File: src/rtl/servo_pkg.sv
// servo_pkg
//   Shared types and constants for the servo PWM driver slice.
//   POS_WIDTH  : width of a joint position word (0..1023)
//   CNT_WIDTH  : width of the frame counter and pulse widths
//   pos_to_width() maps a position to its pulse width in clk cycles.
package servo_pkg;

    localparam int POS_WIDTH      = 10;
    localparam int CNT_WIDTH      = 20;
    localparam int CENTER_POS_DEF = 512;
    localparam int PULSE_MIN_DEF  = 50_000;
    localparam int STEP_DEF       = 48;

    typedef logic [POS_WIDTH-1:0] pos_t;
    typedef logic [CNT_WIDTH-1:0] cnt_t;

    function automatic cnt_t pos_to_width(input pos_t pos,
                                          input int   pulse_min = PULSE_MIN_DEF,
                                          input int   step      = STEP_DEF);
        return cnt_t'(pulse_min + int'(pos) * step);
    endfunction

endpackage

File: src/rtl/servo_pwm_driver_if.sv
// servo_pwm_driver_if
//   Bundles the run control, the three target words and all driver outputs.
//   master : drives enable and targets, observes PWM/positions/status
//   slave  : the driver itself
interface servo_pwm_driver_if
    import servo_pkg::*;
();
    logic enable;
    pos_t x_target;
    pos_t y_target;
    pos_t z_target;
    logic pwm_x;
    logic pwm_y;
    logic pwm_z;
    pos_t x_pos;
    pos_t y_pos;
    pos_t z_pos;
    logic frame_start;
    logic at_target;

    modport master (
        output enable, x_target, y_target, z_target,
        input  pwm_x, pwm_y, pwm_z, x_pos, y_pos, z_pos, frame_start, at_target
    );

    modport slave (
        input  enable, x_target, y_target, z_target,
        output pwm_x, pwm_y, pwm_z, x_pos, y_pos, z_pos, frame_start, at_target
    );
endinterface

File: src/rtl/servo_channel.sv
// servo_channel
//   One servo axis: samples its target on the update cycle, steps the
//   commanded position toward it, recomputes the pulse width and drives a
//   registered PWM bit by comparing against the shared frame counter.
//   Build option SERVO_SLEW_LIMIT_EN: when defined, each update moves at
//   most MAX_STEP toward the target; otherwise the target is taken directly.
//   Ports: clk, rst (async, active-high), enable, update (last frame cycle
//   while enabled), cnt_next (frame counter value for the next cycle),
//   target in; pwm, pos, at_tgt out.
module servo_channel
    import servo_pkg::*;
#(
    parameter int PULSE_MIN_CYCLES = PULSE_MIN_DEF,
    parameter int STEP_CYCLES      = STEP_DEF,
    parameter int MAX_STEP         = 16,
    parameter int CENTER_POS       = CENTER_POS_DEF
) (
    input  logic clk,
    input  logic rst,
    input  logic enable,
    input  logic update,
    input  cnt_t cnt_next,
    input  pos_t target,
    output logic pwm,
    output pos_t pos,
    output logic at_tgt
);

    pos_t tgt_q;
    pos_t pos_new;
    cnt_t width_q;
    cnt_t width_new;

    if (MAX_STEP < 1 || MAX_STEP >= (1 << POS_WIDTH)) begin : g_bad_step
        $error("servo_channel: MAX_STEP out of range");
    end

`ifdef SERVO_SLEW_LIMIT_EN
    localparam logic signed [POS_WIDTH:0] LIMIT = (POS_WIDTH+1)'(MAX_STEP);
    logic signed [POS_WIDTH:0] delta;

    // Overshoot is impossible: a step is only taken when the target lies
    // strictly beyond it, so pos +/- MAX_STEP stays inside 0..1023.
    always_comb begin
        delta   = $signed({1'b0, target}) - $signed({1'b0, pos});
        pos_new = target;
        if (delta > LIMIT) begin
            pos_new = pos + pos_t'(MAX_STEP);
        end else if (delta < -LIMIT) begin
            pos_new = pos - pos_t'(MAX_STEP);
        end
    end
`else
    assign pos_new = target;
`endif

    assign width_new = pos_to_width(pos_new, PULSE_MIN_CYCLES, STEP_CYCLES);
    assign at_tgt    = (pos == tgt_q);

    always_ff @(posedge clk or posedge rst) begin
        if (rst) begin
            pos     <= pos_t'(CENTER_POS);
            tgt_q   <= pos_t'(CENTER_POS);
            width_q <= pos_to_width(pos_t'(CENTER_POS), PULSE_MIN_CYCLES, STEP_CYCLES);
            pwm     <= 1'b0;
        end else if (!enable) begin
            pwm <= 1'b0;
        end else begin
            if (update) begin
                tgt_q   <= target;
                pos     <= pos_new;
                width_q <= width_new;
            end
            // The first pulse of a frame already uses the freshly computed width.
            pwm <= (cnt_next < (update ? width_new : width_q));
        end
    end

endmodule

File: src/rtl/servo_pwm_driver.sv
// servo_pwm_driver
//   Three-axis hobby-servo PWM generator. Holds the shared frame counter,
//   the frame_start pulse and the all-axes at_target flag; each axis is a
//   servo_channel. Build option SERVO_SLEW_LIMIT_EN enables per-frame slew
//   limiting inside the channels.
//   Ports: clk, rst (async, active-high), bus (servo_pwm_driver_if.slave:
//   enable, x/y/z_target in; pwm_x/y/z, x/y/z_pos, frame_start, at_target out).
module servo_pwm_driver
    import servo_pkg::*;
#(
    parameter int PERIOD_CYCLES    = 1_000_000,
    parameter int PULSE_MIN_CYCLES = 50_000,
    parameter int STEP_CYCLES      = 48,
    parameter int MAX_STEP         = 16,
    parameter int CENTER_POS       = CENTER_POS_DEF
) (
    input logic               clk,
    input logic               rst,
    servo_pwm_driver_if.slave bus
);

    localparam cnt_t LAST = cnt_t'(PERIOD_CYCLES - 1);

    if (PULSE_MIN_CYCLES + 1023 * STEP_CYCLES >= PERIOD_CYCLES) begin : g_bad_width
        $error("servo_pwm_driver: full-scale pulse does not fit in the frame");
    end
    if (PERIOD_CYCLES > (1 << CNT_WIDTH)) begin : g_bad_period
        $error("servo_pwm_driver: PERIOD_CYCLES exceeds the frame counter");
    end

    cnt_t frame_cnt;
    cnt_t cnt_next;
    logic update;
    logic frame_start_q;
    logic at_x;
    logic at_y;
    logic at_z;

    assign update = bus.enable && (frame_cnt == LAST);

    // Parking the counter on LAST while disabled makes the first enabled
    // cycle an update cycle, so a re-enable always starts a whole frame.
    always_comb begin
        cnt_next = LAST;
        if (bus.enable) begin
            cnt_next = (frame_cnt == LAST) ? '0 : frame_cnt + 1'b1;
        end
    end

    always_ff @(posedge clk or posedge rst) begin
        if (rst) begin
            frame_cnt     <= LAST;
            frame_start_q <= 1'b0;
        end else begin
            frame_cnt     <= cnt_next;
            frame_start_q <= update;
        end
    end

    assign bus.frame_start = frame_start_q;
    assign bus.at_target   = at_x & at_y & at_z;

    servo_channel #(
        .PULSE_MIN_CYCLES(PULSE_MIN_CYCLES), .STEP_CYCLES(STEP_CYCLES),
        .MAX_STEP(MAX_STEP), .CENTER_POS(CENTER_POS)
    ) u_ch_x (
        .clk(clk), .rst(rst), .enable(bus.enable), .update(update), .cnt_next(cnt_next),
        .target(bus.x_target), .pwm(bus.pwm_x), .pos(bus.x_pos), .at_tgt(at_x)
    );

    servo_channel #(
        .PULSE_MIN_CYCLES(PULSE_MIN_CYCLES), .STEP_CYCLES(STEP_CYCLES),
        .MAX_STEP(MAX_STEP), .CENTER_POS(CENTER_POS)
    ) u_ch_y (
        .clk(clk), .rst(rst), .enable(bus.enable), .update(update), .cnt_next(cnt_next),
        .target(bus.y_target), .pwm(bus.pwm_y), .pos(bus.y_pos), .at_tgt(at_y)
    );

    servo_channel #(
        .PULSE_MIN_CYCLES(PULSE_MIN_CYCLES), .STEP_CYCLES(STEP_CYCLES),
        .MAX_STEP(MAX_STEP), .CENTER_POS(CENTER_POS)
    ) u_ch_z (
        .clk(clk), .rst(rst), .enable(bus.enable), .update(update), .cnt_next(cnt_next),
        .target(bus.z_target), .pwm(bus.pwm_z), .pos(bus.z_pos), .at_tgt(at_z)
    );

endmodule
File: src/flat_wrapper.sv
// flat-port wrapper written by rule: the top's interface ports become plain ports
module servo_pwm_driver_flat import servo_pkg::*;
#(
    parameter int PERIOD_CYCLES    = 1_000_000,
    parameter int PULSE_MIN_CYCLES = 50_000,
    parameter int STEP_CYCLES      = 48,
    parameter int MAX_STEP         = 16,
    parameter int CENTER_POS       = CENTER_POS_DEF
)
  (clk, rst, bus_enable, bus_x_target, bus_y_target, bus_z_target, bus_pwm_x, bus_pwm_y, bus_pwm_z, bus_x_pos, bus_y_pos, bus_z_pos, bus_frame_start, bus_at_target);
  servo_pwm_driver_if bus_i ();
  input logic clk;
  input logic rst;
  input wire logic [$bits(bus_i.enable)-1:0] bus_enable;
  input wire logic [$bits(bus_i.x_target)-1:0] bus_x_target;
  input wire logic [$bits(bus_i.y_target)-1:0] bus_y_target;
  input wire logic [$bits(bus_i.z_target)-1:0] bus_z_target;
  output wire logic [$bits(bus_i.pwm_x)-1:0] bus_pwm_x;
  output wire logic [$bits(bus_i.pwm_y)-1:0] bus_pwm_y;
  output wire logic [$bits(bus_i.pwm_z)-1:0] bus_pwm_z;
  output wire logic [$bits(bus_i.x_pos)-1:0] bus_x_pos;
  output wire logic [$bits(bus_i.y_pos)-1:0] bus_y_pos;
  output wire logic [$bits(bus_i.z_pos)-1:0] bus_z_pos;
  output wire logic [$bits(bus_i.frame_start)-1:0] bus_frame_start;
  output wire logic [$bits(bus_i.at_target)-1:0] bus_at_target;
  assign bus_i.enable = bus_enable;
  assign bus_i.x_target = bus_x_target;
  assign bus_i.y_target = bus_y_target;
  assign bus_i.z_target = bus_z_target;
  assign bus_pwm_x = bus_i.pwm_x;
  assign bus_pwm_y = bus_i.pwm_y;
  assign bus_pwm_z = bus_i.pwm_z;
  assign bus_x_pos = bus_i.x_pos;
  assign bus_y_pos = bus_i.y_pos;
  assign bus_z_pos = bus_i.z_pos;
  assign bus_frame_start = bus_i.frame_start;
  assign bus_at_target = bus_i.at_target;
  servo_pwm_driver #(.PERIOD_CYCLES(PERIOD_CYCLES), .PULSE_MIN_CYCLES(PULSE_MIN_CYCLES), .STEP_CYCLES(STEP_CYCLES), .MAX_STEP(MAX_STEP), .CENTER_POS(CENTER_POS)) u_core (.clk(clk), .rst(rst), .bus(bus_i));
endmodule
File: config.mk
export PLATFORM = sky130hd
export DESIGN_NAME = servo_pwm_driver_flat
export DESIGN_NICKNAME = d
export VERILOG_FILES = /design/src/rtl/servo_pkg.sv /design/src/rtl/servo_pwm_driver_if.sv /design/src/rtl/servo_channel.sv /design/src/rtl/servo_pwm_driver.sv /design/src/flat_wrapper.sv
export SDC_FILE = /design/constraint.sdc
export NUM_CORES = 1
export LEC_CHECK = 0
export BUFFER_PORTS_ARGS = -buffer_cell sky130_fd_sc_hd__buf_2
export CAP_MARGIN = 20
export CELL_PAD_IN_SITES_DETAIL_PLACEMENT = 1
export CELL_PAD_IN_SITES_GLOBAL_PLACEMENT = 2
export CORE_MARGIN = 2
export CORE_UTILIZATION = 35
export DETAILED_ROUTE_END_ITERATION = 8
export PLACE_DENSITY = 0.79
export SETUP_SLACK_MARGIN = 0.4
export SYNTH_ARGS = -nofsm -noshare
export SYNTH_HDL_FRONTEND = slang
export SYNTH_HIERARCHICAL = 1
export SYNTH_SLANG_ARGS = --single-unit
export TNS_END_PERCENT = 50
File: constraint.sdc
create_clock -name clk -period 4.21 [get_ports clk]
set_input_delay 0 -clock clk [delete_from_list [all_inputs] [get_ports clk]]
set_output_delay 0 -clock clk [all_outputs]
set_load 0.05 [all_outputs]
==> flow_summary_export.csv <==
group,metric,value,unit
hold_path,hold_class,"in -> reg",
power,power.density,619.4,mW/mm^2
worst_setup_path,cp-end-kind,"flop",
hold_path,whs_path_depth,3,
timing,clock.fmax,271.8,MHz
worst_setup_path,ff2ff_path_depth,14,
logic_synthesis,synth.distinct_cells,81,
cells_and_area,final_nets,1202,
logic_synthesis,ys_seq_elements,114,
drt,postRouteAntennaNets,0,
floorplanning,core_area,0.02439,mm^2
timing,hold_viol,0,
logic_synthesis,avgSynthCellArea,9.120,um^2
placement,dp_cells,1340,
global_route,grt_max_degree,32,
cells_and_area,synthToLayoutAreaGrowth,20.57,%
cells_and_area,instances_no_fill,1412,
floorplanning,pin_count,68,
cells_and_area,antennaDiodeCount,0,
worst_setup_path,cp_num_buf_inv,3,
cells_and_area,layout_common_cells,"124 x nand2_1, 91 x ha_1, 81 x dfrtp_1, 66 x buf_2, 59 x nor2_1",
cells_and_area,final_common_cell,"nand2_1",
floorplanning,start_util,35.86,%
logic_synthesis,ys_warn_count,6,
worst_setup_path,startpoint_type,"primary input",
cts,cts_tree,"yes",
worst_setup_path,critical_path_depth,17,
run,drv_cap,0,
timing,clock_skew,13.53,ps
global_route,grt.busiest_layer,"met2",
global_route,use_met2,33.75,%
global_route,use_met3,2.758,%
power,p_leak,4.662,nW
timing,relSlewSlack,43.44,%
cts,htree_levels,4,
global_route,grt_util_all_layers,19.21,%
drt,vias,7639,
worst_setup_path,crit_chain,"dlygate4sd3_1 -> buf_2 -> ha_1 -> fa_2 -> a211oi_4 -> o211ai_1 -> o311ai_4 -> nand4_4 -> buf_4 -> nor4_1 -> a221oi_2 -> ha_1 -> a21o_1 -> a21o_1 -> a21oi_1 -> o221ai_1 -> a21oi_1",
timing,tns,0,ps
floorplanning,die_h,162.1,um
drt,wl,24680,um
global_route,gr-usage-met1,24.94,%
logic_synthesis,synth_area,0.008746,mm^2
logic_synthesis,seq_area_frac_synth,33.09,%
cts,worstSkewPairLatency,420,ps
global_route,grt_pass1_wl,40340,um
cts,cts.clk_slew.worst_paths,60,ps
timing,finalWorstSetupSlack,531.2,ps
placement,place_hpwl,17560,um
timing,worst_slew_pin_slew,848.4,ps
timing,rsz0062_at_grt,"true",
timing,period_needed,3679,ps
drt,routedWlPerCell,17.48,um
placement,numPortBuffers,66,
power,peakVddDrop,0.3105,mV
outcome,status,"completed",
worst_setup_path,crit_required,4550,ps
drt,dr.pass1.iters,4,
placement,pre_cts_ws,350.5,ps
floorplanning,die_w,162.1,um
cts,cts_sinks,114,
logic_synthesis,synth_nets,1086,
worst_setup_path,cp_slowest_cell,"dlygate4sd3_1",
worst_setup_path,slowest_delay,550,ps
global_route,overflow,0,
drt,drc,0,
logic_synthesis,ys.flop_type,"dfrtp_1",
global_route,grt_antenna_before_repair,0,
timing,whs,26.87,ps
logic_synthesis,syn_inst,959,
worst_setup_path,crit_type,"in -> reg",
floorplanning,dieArea,0.02627,mm^2
timing,post-route-period-util,87.38,%
cts,cts-root-buf,"clkbuf_16",
cells_and_area,fin_util,43.23,%
floorplanning,fp-row-count,57,
logic_synthesis,async_flop_share,100.0,%
worst_setup_path,crit_arrival,4020,ps
cells_and_area,drive_gt1_share,21.14,%
logic_synthesis,synth_edf_count,0,
worst_setup_path,cpLargestDelayFamily,"compound AO/OA/AOI/OAI gates",
cts,clock_path_buffers,2,
drt,drt_iter0_markers,301,
cts,numCtsBuffers,17,
global_route,grt_pass1_vias,7809,
cells_and_area,fillers,2871,
drt,via_per_inst,5.410,
timing,setup_viol,0,
worst_setup_path,cp_max_fo,8,
placement,gp_congestion,0.7753,
timing,drv_slew,0,
-- synth_stat cells, types with 6 or more instances --
library cell  instances  area [um^2]
nor4_1               15        93.84
ha_1                 91         1139
dfstp_2              33        867.1
o21ai_0              59        295.3
a21oi_1              46        230.2
nor2_1               62        232.7
nor2b_1              12        75.07
nand2_1             125        469.2
a31oi_1              14        87.58
or2_2                 8        50.05
o211ai_1              6        45.04
clkbuf_1             24        90.09
or4_1                 9        67.56
inv_1                29        108.9
nor3_1                7        35.03
nand3_1              20        100.1
mux2_2               17        191.4
nand4_1              12        75.07
a211oi_1              6        45.04
nor3b_1               9        67.56
mux2i_1              12        120.1
dfrtp_1              81         2027
nand2b_1             14        87.58
and2_1               30        187.7
o21ai_1               7        35.03
or3_1                 9        56.30
a211oi_2              6        75.07
xnor2_1              20        175.2
xor2_1               17        148.9
a211o_1               8        70.07
a21o_1               25        187.7
-- kinds of logic after synthesis --
logic type / count (synthesis) / share of synthesized area [%]
compound gates: 248 / 20.60
xor+xnor: 37 / 3.705
fa+ha+maj: 94 / 13.71
buf+inv: 67 / 3.305
flops: 114 / 33.09
mux: 29 / 3.562
other cells: 3 / 0.1287
simple gates: 367 / 21.90
-- routing by layer --
layer | vias up | share of wire (%) | wire [um]
met1 | 3769 | 47 | 11690
met5 | - | 0 | 0
li1 | 3752 | - | -
met3 | 23 | 1.9 | 466
met2 | 95 | 49 | 12220
met4 | 0 | 1.3 | 312
-- registers in the layout, summed over array words and instances (netlist names) --
register                flops
u_core/u_ch_y/tgt_q        10
u_core/u_ch_z/width_q      20
u_core/u_ch_x/pwm           1
u_core/u_ch_x/width_q      20
u_core/bus.frame_start      1
u_core/u_ch_x/tgt_q        10
u_core/u_ch_y/pwm           1
u_core/frame_cnt           20
u_core/u_ch_z/tgt_q        10
u_core/u_ch_z/pwm           1
u_core/u_ch_y/width_q      20
-- tightest hold or removal path: stages --
cell	delay, ps
buf_2	150
xor2_1	110
o21ai_0	140
-- report_power, final --
group | internal, W | switching (W)
Combinational | 0.00128 | 0.00209
Clock | 0.000839 | 0.000526
Sequential | 0.00157 | 0.000228
-- final timing paths --
check | start | endpoint | slack, ps
worst max-delay path | bus_x_target[0] | u_core/u_ch_x/pwm | 530
worst min-delay path | bus_y_target[0] | u_core/u_ch_y/width_q[5] | 30
worst max register to register | u_core/frame_cnt[0] | u_core/u_ch_y/pwm | 660
worst min register to register | u_core/u_ch_y/tgt_q[1] | u_core/u_ch_y/tgt_q[1] | 470
max in group asynchronous | rst | u_core/frame_cnt[12] | 3370
min in group asynchronous | rst | u_core/u_ch_y/width_q[0] | 280
-- per-stage QoR --
step	area, um^2	power, W
after floorplan	8752	0.004228
after global placement	9519	0.004979
after detailed placement	9527	0.005083
after CTS	10370	0.006519
after global routing	10550	0.007055
final	10550	0.006532
-- layout make-up --
| class | instances | area, um^2 | area share [%] |
|---|---|---|---|
| clock buffers | 26 | 479.2 | 4.544 |
| clock inverters | 6 | 57.56 | 0.5458 |
| inverters | 31 | 120.1 | 1.139 |
| multi-input cells | 778 | 5680 | 53.87 |
| flip-flops and latches | 114 | 2894 | 27.44 |
| well taps | 324 | 405.4 | 3.844 |
| repair buffers | 133 | 908.4 | 8.614 |
-- what timing repair did --
item                                    in CTS  in global routing
resized for setup                            0                 28
endpoints found under the setup margin       0                  3
endpoints found under the hold margin      114                  0
hold buffers                                31                  0
setup buffers                                0                  8
Note: power is estimated with default switching activity, not from simulation.
